## src/rtl/mem_bus_splitter.sv

```systemverilog
// Native memory bus splitter: decodes one address field to pick a slave, registers
// request and response, and turns unmapped or unanswered accesses into error responses.
//
// state  | meaning
// IDLE   | waiting for mem_valid; captures the request when it arrives
// ACCESS | s_valid held on the selected slave until s_ready or timeout
// RESP   | one-cycle mem_ready pulse to the core, error bookkeeping
module mem_bus_splitter #(
  parameter int          NUM_SLAVES = 4,
  parameter int          SEL_MSB    = 31,
  parameter int          SEL_LSB    = 28,
  parameter int          TIMEOUT    = 255,
  parameter logic [31:0] ERR_RDATA  = 32'hDEADBEEF
) (
  input  logic                     clk,
  input  logic                     resetn,
  input  logic                     mem_valid,
  input  logic                     mem_instr,
  output logic                     mem_ready,
  input  logic [31:0]              mem_addr,
  input  logic [31:0]              mem_wdata,
  input  logic [3:0]               mem_wstrb,
  output logic [31:0]              mem_rdata,
  output logic [NUM_SLAVES-1:0]    s_valid,
  input  logic [NUM_SLAVES-1:0]    s_ready,
  output logic [31:0]              s_addr,
  output logic [31:0]              s_wdata,
  output logic [3:0]               s_wstrb,
  output logic                     s_instr,
  input  logic [32*NUM_SLAVES-1:0] s_rdata,
  output logic                     bus_error,
  output logic [31:0]              err_addr,
  output logic [15:0]              err_count
);

  localparam int SEL_W = SEL_MSB - SEL_LSB + 1;

  typedef enum logic [1:0] {
    IDLE   = 2'd0,
    ACCESS = 2'd1,
    RESP   = 2'd2
  } state_t;

  state_t            state, state_next;
  logic [SEL_W-1:0]  sel_q;
  logic [15:0]       tmo_cnt;
  logic [31:0]       rdata_q;
  logic              err_q;

  logic [SEL_W-1:0]      req_sel;
  logic                  req_mapped;
  logic [NUM_SLAVES-1:0] sel_onehot;
  logic                  sel_ready;
  logic [31:0]           sel_rdata;
  logic                  timeout_hit;

  assign req_sel    = mem_addr[SEL_MSB:SEL_LSB];
  assign req_mapped = (32'(req_sel) < 32'(NUM_SLAVES));

  // Only the latched selection's ready and data are looked at; others are ignored.
  always_comb begin
    sel_onehot = '0;
    sel_ready  = 1'b0;
    sel_rdata  = '0;
    for (int k = 0; k < NUM_SLAVES; k++) begin
      if (sel_q == SEL_W'(k)) begin
        sel_onehot[k] = 1'b1;
        sel_ready     = s_ready[k];
        sel_rdata     = s_rdata[32*k +: 32];
      end
    end
  end

  // Fires in ACCESS cycle number TIMEOUT, so s_valid is up for exactly TIMEOUT cycles.
  assign timeout_hit = (TIMEOUT != 0) && (({1'b0, tmo_cnt} + 17'd1) == 17'(TIMEOUT));

  always_ff @(posedge clk) begin
    if (!resetn) state <= IDLE;
    else         state <= state_next;
  end

  always_comb begin
    state_next = state;
    case (state)
      IDLE:    if (mem_valid) state_next = req_mapped ? ACCESS : RESP;
      ACCESS:  if (sel_ready || timeout_hit) state_next = RESP;
      RESP:    state_next = IDLE;
      default: state_next = IDLE;
    endcase
  end

  always_comb begin
    s_valid   = (state == ACCESS) ? sel_onehot : '0;
    mem_ready = (state == RESP);
    mem_rdata = (state == RESP) ? rdata_q : 32'h0;
    bus_error = (state == RESP) && err_q;
  end

  always_ff @(posedge clk) begin
    if (!resetn) begin
      s_addr    <= '0;
      s_wdata   <= '0;
      s_wstrb   <= '0;
      s_instr   <= 1'b0;
      sel_q     <= '0;
      tmo_cnt   <= '0;
      rdata_q   <= '0;
      err_q     <= 1'b0;
      err_addr  <= '0;
      err_count <= '0;
    end else begin
      case (state)
        IDLE: begin
          if (mem_valid) begin
            s_addr  <= mem_addr;
            s_wdata <= mem_wdata;
            s_wstrb <= mem_wstrb;
            s_instr <= mem_instr;
            sel_q   <= req_sel;
            tmo_cnt <= '0;
            err_q   <= !req_mapped;
            if (!req_mapped) rdata_q <= ERR_RDATA;
          end
        end
        ACCESS: begin
          // A ready arriving in the timeout cycle still completes normally.
          if (sel_ready) begin
            rdata_q <= sel_rdata;
            err_q   <= 1'b0;
          end else begin
            tmo_cnt <= tmo_cnt + 16'd1;
            if (timeout_hit) begin
              rdata_q <= ERR_RDATA;
              err_q   <= 1'b1;
            end
          end
        end
        RESP: begin
          if (err_q) begin
            err_addr <= s_addr;
            if (err_count != 16'hFFFF) err_count <= err_count + 16'd1;
          end
        end
        default: ;
      endcase
    end
  end

endmodule

```

## config.mk

```make
export PLATFORM = sky130hd
export DESIGN_NAME = mem_bus_splitter
export DESIGN_NICKNAME = d
export VERILOG_FILES = /design/src/rtl/mem_bus_splitter.sv
export SDC_FILE = /design/constraint.sdc
export NUM_CORES = 1
export LEC_CHECK = 0
export CAP_MARGIN = 15
export CELL_PAD_IN_SITES_DETAIL_PLACEMENT = 2
export CELL_PAD_IN_SITES_GLOBAL_PLACEMENT = 2
export CORE_AREA = 8 8 192 194
export DETAILED_ROUTE_END_ITERATION = 6
export DIE_AREA = 0 0 200 202
export GPL_ROUTABILITY_DRIVEN = 0
export GPL_TIMING_DRIVEN = 1
export PLACE_DENSITY_LB_ADDON = 0.08
export SLEW_MARGIN = 20
export SYNTH_ARGS = -nofsm -noshare
export SYNTH_HDL_FRONTEND = slang
export SYNTH_SLANG_ARGS = --single-unit
```

## constraint.sdc

```tcl
create_clock -name clk -period 3.09 [get_ports clk]
set_input_delay 0.618 -clock clk [delete_from_list [all_inputs] [get_ports clk]]
set_output_delay 0.618 -clock clk [all_outputs]
set_load 0.02 [all_outputs]
```

==> results of run 1 <==
## metrics by stage
stage,cell area (um^2),power (mW)
after floorplan,7652,2.834
after global placement,11760,3.418
final,12360,5.566
after global routing,12360,5.834
after CTS,12360,5.692
after detailed placement,11760,3.431
## cell usage after synthesis, types with 2 or more instances
library cell,instances
sky130_fd_sc_hd__nand2_1,251
sky130_fd_sc_hd__dfxtp_1,168
sky130_fd_sc_hd__a21oi_1,154
sky130_fd_sc_hd__clkbuf_1,55
sky130_fd_sc_hd__nor2_1,42
sky130_fd_sc_hd__and2_1,36
sky130_fd_sc_hd__mux4_2,33
sky130_fd_sc_hd__o21a_1,26
sky130_fd_sc_hd__o21ai_1,17
sky130_fd_sc_hd__nand3_1,14
sky130_fd_sc_hd__xnor2_1,11
sky130_fd_sc_hd__nand4_1,8
sky130_fd_sc_hd__nor3_1,8
sky130_fd_sc_hd__a31oi_1,7
sky130_fd_sc_hd__xor2_1,7
sky130_fd_sc_hd__buf_1,6
sky130_fd_sc_hd__buf_2,6
sky130_fd_sc_hd__nand3b_1,6
sky130_fd_sc_hd__o21ai_0,6
sky130_fd_sc_hd__nor4_1,4
sky130_fd_sc_hd__or3_1,4
sky130_fd_sc_hd__buf_6,3
sky130_fd_sc_hd__ha_1,3
sky130_fd_sc_hd__inv_1,3
sky130_fd_sc_hd__a211oi_1,2
sky130_fd_sc_hd__and4_1,2
sky130_fd_sc_hd__nand2b_1,2
sky130_fd_sc_hd__nor2b_1,2
sky130_fd_sc_hd__or2_1,2
## area by class of cell
cell class,instances,area share
flip-flops and latches,168,0.2724
well taps,455,0.04607
clock buffers,20,0.03696
multi-input cells,668,0.3233
repair buffers,380,0.3084
inverters,4,0.001418
clock inverters,12,0.01144
## worst min-delay path by stage
stage | startpoint | endpoint | slack, ns | cells past startpoint
2_1_floorplan | rdata_q[10]$_SDFFE_PN0P_ | rdata_q[10]$_SDFFE_PN0P_ | 0.43 | 1
3_3_place_gp | rdata_q[7]$_SDFFE_PN0P_ | rdata_q[7]$_SDFFE_PN0P_ | 0.44 | 1
3_5_place_dp | rdata_q[5]$_SDFFE_PN0P_ | rdata_q[5]$_SDFFE_PN0P_ | 0.45 | 1
4_1_cts | err_addr[16]$_SDFFE_PN0P_ | err_addr[16]$_SDFFE_PN0P_ | 0.46 | 2
5_1_grt | rdata_q[5]$_SDFFE_PN0P_ | rdata_q[5]$_SDFFE_PN0P_ | 0.48 | 1
6_report | err_addr[16]$_SDFFE_PN0P_ | err_addr[16]$_SDFFE_PN0P_ | 0.45 | 2
## flip-flops by register name, summed over array words and instances, names as in the netlist
name	flops
err_addr	32
err_count	16
err_q	1
rdata_q	32
s_addr	32
s_instr	1
s_wdata	32
s_wstrb	4
state	2
tmo_cnt	16
## cells by family after synthesis
kind of cell / share of synthesized area
buffers and inverters: 0.04022
xor gates and xnor gates: 0.02060
DFF: 0.4395
muxes: 0.09843
adders and majority gates: 0.004906
AOI/OAI and AO/OA: 0.1640
and+or+nand+nor: 0.2323
## metal layers
layer / routed length (um) / GRT usage
met3: 3140 / 0.06969
met2: 17270 / 0.2902
met4: 343 / 0.03180
met1: 13760 / 0.1869
met5: 22 / 0
## power by group through the flow
| stage | sequential, mW | clock [mW] | combinational [mW] |
|---|---|---|---|
| floorplan | 2.44 | 0 | 0.395 |
| global placement | 2.38 | 0 | 1.04 |
| detailed placement | 2.38 | 0 | 1.05 |
| CTS | 2.33 | 2.30 | 1.05 |
| global route | 2.35 | 2.38 | 1.11 |
| finish | 2.33 | 2.21 | 1.03 |
## worst register-to-register path: cells and delay by family, from the launching register on
kind	cells	cell delay [ns]
compound gates	5	1.23
simple gates	2	0.54
flops	1	0.44
fa+ha+maj	1	0.34
buf+inv	1	0.19
## cells in the final DEF (no fill, tap or decap), types with 5 or more instances in the layout
master	n
sky130_fd_sc_hd__clkbuf_16	17
sky130_fd_sc_hd__nand2_1	249
sky130_fd_sc_hd__nand3_1	14
sky130_fd_sc_hd__o21a_1	26
sky130_fd_sc_hd__xnor2_1	11
sky130_fd_sc_hd__dfxtp_1	166
sky130_fd_sc_hd__a31oi_1	7
sky130_fd_sc_hd__nor3_1	8
sky130_fd_sc_hd__buf_4	17
sky130_fd_sc_hd__mux4_2	33
sky130_fd_sc_hd__clkdlybuf4s50_1	358
sky130_fd_sc_hd__a21oi_1	154
sky130_fd_sc_hd__o21ai_0	6
sky130_fd_sc_hd__nand4_1	8
sky130_fd_sc_hd__nor2_1	40
sky130_fd_sc_hd__and2_1	35
sky130_fd_sc_hd__o21ai_1	17
sky130_fd_sc_hd__xor2_1	7
sky130_fd_sc_hd__nand3b_1	6
sky130_fd_sc_hd__buf_12	5
==> metrics list, run 1 <==
* Critical-path cell list: or2_2, nor2_1, nand2_1, nor2_1, clkdlybuf4s50_1
* Vias in the first global route: 8356
- Across all register-to-register paths, the minimum setup slack is 0.28 ns.
- In the finished design, the share of the clock period the worst path needs comes to 0.9520.
- CP Data Arrival Time: 2.32 ns
- Post-Route WL: 34540 um
- Counting flops with a built-in enable in the synthesized netlist gives 0.
- TritonCTS built the clock tree.
* Clk Tree Root Cell: sky130_fd_sc_hd__clkbuf_16
* CP top delay family: simple AND/OR/NAND/NOR gates
* Post-CTS sizing: 0
- The cell count after synthesis came out at 910.
* Number of non-filler instances in the completed layout: 1707
* Cell type contributing the most total cell area after synthesis: sky130_fd_sc_hd__dfxtp_1
- Sw frac: 0.2714
* Initial antenna violation count: 2
* Cts bufs inserted: 17
* Final Skew: 0.01155 ns
* Sum of overflow across all layers after global routing: 0
- Leakage dissipation: 4.277 nW
- CP max-delay cell: sky130_fd_sc_hd__clkdlybuf4s50_1
- After the first detailed-routing iteration, the DRC count stood at 235.
- Dominant cells by area after synthesis: sky130_fd_sc_hd__dfxtp_1 (44%), sky130_fd_sc_hd__nand2_1 (12%), sky130_fd_sc_hd__a21oi_1 (10%)
* Setup repair after global routing missed its margin: no
* Worst Hold Class: reg2reg
* Detailed Routing Iterations Pass 1: 4
- Using the TritonRoute via totals, the vias-per-cell ratio works out to 4.590.
- In the synthesized netlist the async set-or-reset flop fraction comes to 0.
- Setup crit end kind: output pin
* Number of hold buffers added after CTS: 0
* Slew at the pin closest to its max-slew limit: 0.8197 ns
* Depth of the worst register-to-register path: 9
- The final layout contains 1446 nets.
- CTS H-Tree Depth: 4
* GR Util All Layers: 0.1663
- The final-report max-slew violation count came to 0.
- Count of cell types in the netlist: 51
- For this run, design rule violations remaining after detail routing come to 0.
* Worst hold slack after final layout: 0.4544 ns
- Endpoints failing hold: 0
* Share of the core filled with cells: 0.3640
- Post-detailed-placement half-perimeter wirelength: 26140 um
- Capturing point of the worst reg2reg path: err_q$_SDFFE_PN0P_
* Number of placed instances, taps included: 1675
- Pwr per Cell Area: 450.4 nW/um^2
- Count of warnings emitted by yosys: 0
* Maximum number of pins on one net before global-route repair: 72
* Setup WS post-layout: 0.1484 ns
- Area used by sequential logic in the layout: 3366 um^2
* Highest net fanout along the worst path: 5
* Residual antenna-violating net count after detailed routing: 0
- The floorplan step defined a die boundary enclosing 40400 um^2.
* Internal power: 4.055 mW
* Area added between synthesis and finish: 61.48%
- Of the total power, combinational logic draws 0.184.
* Top_reg_cell synth: sky130_fd_sc_hd__dfxtp_1
* Post-synthesis average cell area: 8.409 um^2
- Share of post-route cells with drive strength above 1: 0.08786
* Achievable Freq: 0.3399 GHz
- The total area inside the core boundary comes to 33950 um^2.
* TNS Setup: 0 ns
- After detailed routing, the average wire length per cell comes to 20.23 um.
* Post-synth top area share: 0.4395
- Buffers from clock root to sink, at most: 2
- Setup Slack @ Placement: 0.2690 ns
* Chip width: 200 um
* Number of endpoints failing setup at the final stage: 0
- The worst pin sits at a relative slew slack of 0.4535.
- The clock reaches the later pin of the worst-skew pair after 0.43 ns.
- Fill cells in the final layout number 3729.
- CP bufs+invs: 1
- Path type of the worst setup path: reg2out
- The final route contains 7835 vias.
- Max-cap viol count: 0
- After clock tree synthesis, the setup repair step added 0 buffers.
- Following the worst setup path forward leads to its endpoint at s_valid[2].
- Subtracting the final worst setup slack from the clock period gives 2.942 ns.
- In this run the cell area of the synthesized design comes to 7652 um^2.
* Worst supply voltage drop on vdd: 220.8 uV
* Crit-path max cell delay: 0.68 ns
- # rows: 68
* Share of total power in the clock network: 0.397
- In this run the critical register-to-register path is launched from tmo_cnt[0]$_SDFFE_PN0P_.
- The flow ran to the end, and the final reports show no timing, DRC or antenna violations.
- Sequential group share of total power: 0.419
- Initial cell density of the core: 0.2254
- Flip-flop and latch count after synthesis: 168
- For the worst setup path, the data required time is 2.47 ns.
- Syn_nets: 1117
* Ant diodes: 0
- Clock slew seen by the registers of the worst setup and hold paths: 0.07 ns
- Cell mode on critical path: sky130_fd_sc_hd__nor2_1
* Launching element of the worst setup path: s_addr[31]$_SDFFE_PN0P_
- For this design the total switching power over the nets is 1.511 mW.
- CTS saw 168 sinks.
- Count of buffers inserted at the top-level ports: 358
* Num ports: 359
* Global-route wire length before repair: 51910 um
- The multi-input combinational cells in the finished layout cover a total of 3995 um^2.
* Critical path depth: 5
- The die is 202 um tall.
- Proportion of synthesized chip area in sequential cells: 0.4395
* Category of the worst setup path launch point: flop
No activity file was read; power rests on OpenSTA's default activity.
==> run 2: changes to the inputs <==
--- a/config.mk
+++ b/config.mk
@@ -8,9 +8,10 @@
 export CAP_MARGIN = 15
 export CELL_PAD_IN_SITES_DETAIL_PLACEMENT = 2
 export CELL_PAD_IN_SITES_GLOBAL_PLACEMENT = 2
-export CORE_AREA = 8 8 192 194
+export CORE_AREA = 8 8 184 186
+export CTS_BUF_LIST = sky130_fd_sc_hd__clkbuf_8
 export DETAILED_ROUTE_END_ITERATION = 6
-export DIE_AREA = 0 0 200 202
+export DIE_AREA = 0 0 192 194
 export GPL_ROUTABILITY_DRIVEN = 0
 export GPL_TIMING_DRIVEN = 1
 export PLACE_DENSITY_LB_ADDON = 0.08
==> constraint.sdc (replaced) <==
create_clock -name clk -period 3.45 [get_ports clk]
set_input_delay 0.69 -clock clk [delete_from_list [all_inputs] [get_ports clk]]
set_output_delay 0.69 -clock clk [all_outputs]
set_load 0.02 [all_outputs]
==> metrics list, run 2 (synthesis gave the netlist of run 1 again) <==
- Run status: complete, no violations (unchanged).
- Endpoints failing hold: 0 (unchanged)
* Post-route minimum period: 3.097 ns
* Worst Hold Class: reg2reg (unchanged)
- Category of the worst setup path launch point: flop (unchanged)
- Die ar.: 37250 um^2 (was 40400 um^2)
- Core region area: 31070 um^2 (was 33950 um^2)
- The fraction of layout instances using a drive strength above 1 is 0.08347 (was 0.08786).
* Path type of the worst setup path: reg2out (unchanged)
- The number of buffers created by CTS was 17 (unchanged).
- The count of hold buffers inserted by post-cts repair is 0 (unchanged).
- The total global routing track utilization was 0.1797 (was 0.1663).
* CTS H-Tree Depth: 4 (unchanged)
* Num ports: 359 (unchanged)
- Count of buffers inserted at the top-level ports: 358 (unchanged)
- Chip width: 192 um (was 200 um)
* Data required time at the worst endpoint: 2.76 ns (was 2.47 ns)
* Post-CTS setup buffers: 0 (unchanged)
- Number of endpoints failing setup at the final stage: 0 (unchanged)
* Max-cap viol count: 0 (unchanged)
- Clk Tree Root Cell: sky130_fd_sc_hd__clkbuf_8 (was sky130_fd_sc_hd__clkbuf_16)
- The share of the core filled with cells was 0.3870 (was 0.3640).
- FILL cells: 3479 (was 3729)
* Top library cells by usage in the layout, fill and taps aside: sky130_fd_sc_hd__clkdlybuf4s50_1 (358), sky130_fd_sc_hd__nand2_1 (249), sky130_fd_sc_hd__dfxtp_1 (166) (unchanged)
* Post-detailed-placement half-perimeter wirelength: 26040 um (was 26140 um)
- The post-route antenna net violation count came to 0 (unchanged).
- The start of the worst register-to-register path is tmo_cnt[0]$_SDFFE_PN0P_ (unchanged).
* # rows: 65 (was 68)
* Maximum number of pins on one net before global-route repair: 70 (was 72)
- Sum of overflow across all layers after global routing: 0 (unchanged)
* TNS Setup: 0 ns (unchanged)
- Buffers from clock root to sink, at most: 2 (unchanged)
- Initial antenna violation count: 2 (unchanged)
* Launching element of the worst setup path: s_addr[30]$_SDFFE_PN0P_ (was s_addr[31]$_SDFFE_PN0P_)
* Area added between synthesis and finish: 57.10% (was 61.48%)
- DRC violation count after routing: 0 (unchanged)
- The TritonCTS clock tree is built (unchanged).
- Achievable Freq: 0.3229 GHz
* Final Skew: 0.01423 ns (was 0.01155 ns)
- The number of global-route vias before repair is 8730 (was 8356).
- Initial cell density of the core: 0.2463 (was 0.2254)
* Total Nets Final: 1441 (was 1446)
- The most frequent standard cell in the layout excluding fill and tap cells is sky130_fd_sc_hd__clkdlybuf4s50_1 (unchanged).
- The via-per-instance ratio was 4.739 (was 4.590).
- The pin slew with the least headroom to its limit came to 0.8282 ns (was 0.8197 ns).
* Leakage dissipation: 4.149 nW (was 4.277 nW)
* Setup crit end kind: output pin (unchanged)
* Global-route wire length before repair: 52050 um (was 51910 um)
- Setup repair after global routing missed its margin: no (unchanged)
* Total via count after detailed routing: 7814 (was 7835)
- Worst supply voltage drop on vdd: 174.0 uV (was 220.8 uV)
* Post-CTS sizing: 0 (unchanged)
- Detailed Routing Iterations Pass 1: 4 (unchanged)
- DR iter-0 viols: 227 (was 235)
- The die height was 194 um (was 202 um).
- The clock network latency to the later pin of the worst-skew pair is 0.47 ns (was 0.43 ns).
- Final slew viol count: 0 (unchanged)
- The average detailed-routed wire length per instance was 20.81 um (was 20.23 um).
- The final wirelength is 34320 um (was 34540 um).
- Pwr per Cell Area: 370.0 nW/um^2 (was 450.4 nW/um^2)
- Clock Sinks: 168 (unchanged)
- The clock transition at the registers of the reported paths came to 0.09 ns (was 0.07 ns).
- The critical path arrival came to 2.41 ns (was 2.32 ns).
- The worst hold path startpoint was err_addr[7]$_SDFFE_PN0P_ (was err_addr[16]$_SDFFE_PN0P_).
* Tcrit/Tclk final: 0.8976
- The max-slew headroom at the worst pin came to 0.4479 (was 0.4535).
- The biggest fanout along the worst timing path is 5 (unchanged).
## run 2: per-stage QoR
step                area (um^2)  setup slack (ns)  instances  total power, mW  hold slack [ns]
floorplan                  7652             1.010        910            2.538           0.4322
global placement          11630            0.3610       1617            3.051           0.4393
detailed placement        11630            0.3765       1617            3.065           0.4488
CTS                       12020            0.2599       1648            4.556           0.4648
global route              12020            0.2028       1649            4.691           0.4808
finish                    12020            0.3532       1649            4.448           0.4608
## run 2: final cells by class
class | count | area [um^2] | area share
clock inverters | 12 | 127.6 | 0.01062
repair buffers | 375 | 3749 | 0.3118
well taps | 402 | 503.0 | 0.04184
inverters | 4 | 17.52 | 0.001457
clock buffers | 19 | 261.5 | 0.02175
multi-input cells | 668 | 3995 | 0.3323
diodes | 1 | 2.502 | 0.0002082
flip-flops and latches | 168 | 3366 | 0.2800
## run 2: worst paths after layout
kind	end	slack, ns	depth (start not counted)
worst max-delay path	s_valid[2]	0.35	5
worst min-delay path	err_addr[7]$_SDFFE_PN0P_	0.46	2
worst max register to register	rdata_q[7]$_SDFFE_PN0P_	0.50	8
worst min register to register	err_addr[7]$_SDFFE_PN0P_	0.46	2
## run 2: worst max-delay path, cell delays in order, from the launching register on
cell                              delay, ns
sky130_fd_sc_hd__dfxtp_1               0.37
sky130_fd_sc_hd__or2_2                 0.37
sky130_fd_sc_hd__nor2_1                0.29
sky130_fd_sc_hd__nand2_1               0.09
sky130_fd_sc_hd__nor2_1                0.12
sky130_fd_sc_hd__clkdlybuf4s50_1       0.70
## run 2: routing by layer
layer | global-route usage | share of wire
met4 | 0.04867 | 0.017
met5 | 0 | 0.00029
met2 | 0.3051 | 0.49
met1 | 0.2025 | 0.41
met3 | 0.07662 | 0.087
## run 2: power by group
group	switching, mW	internal [mW]
registers	0.0577	2.03
clock network	0.776	0.675
logic	0.433	0.477
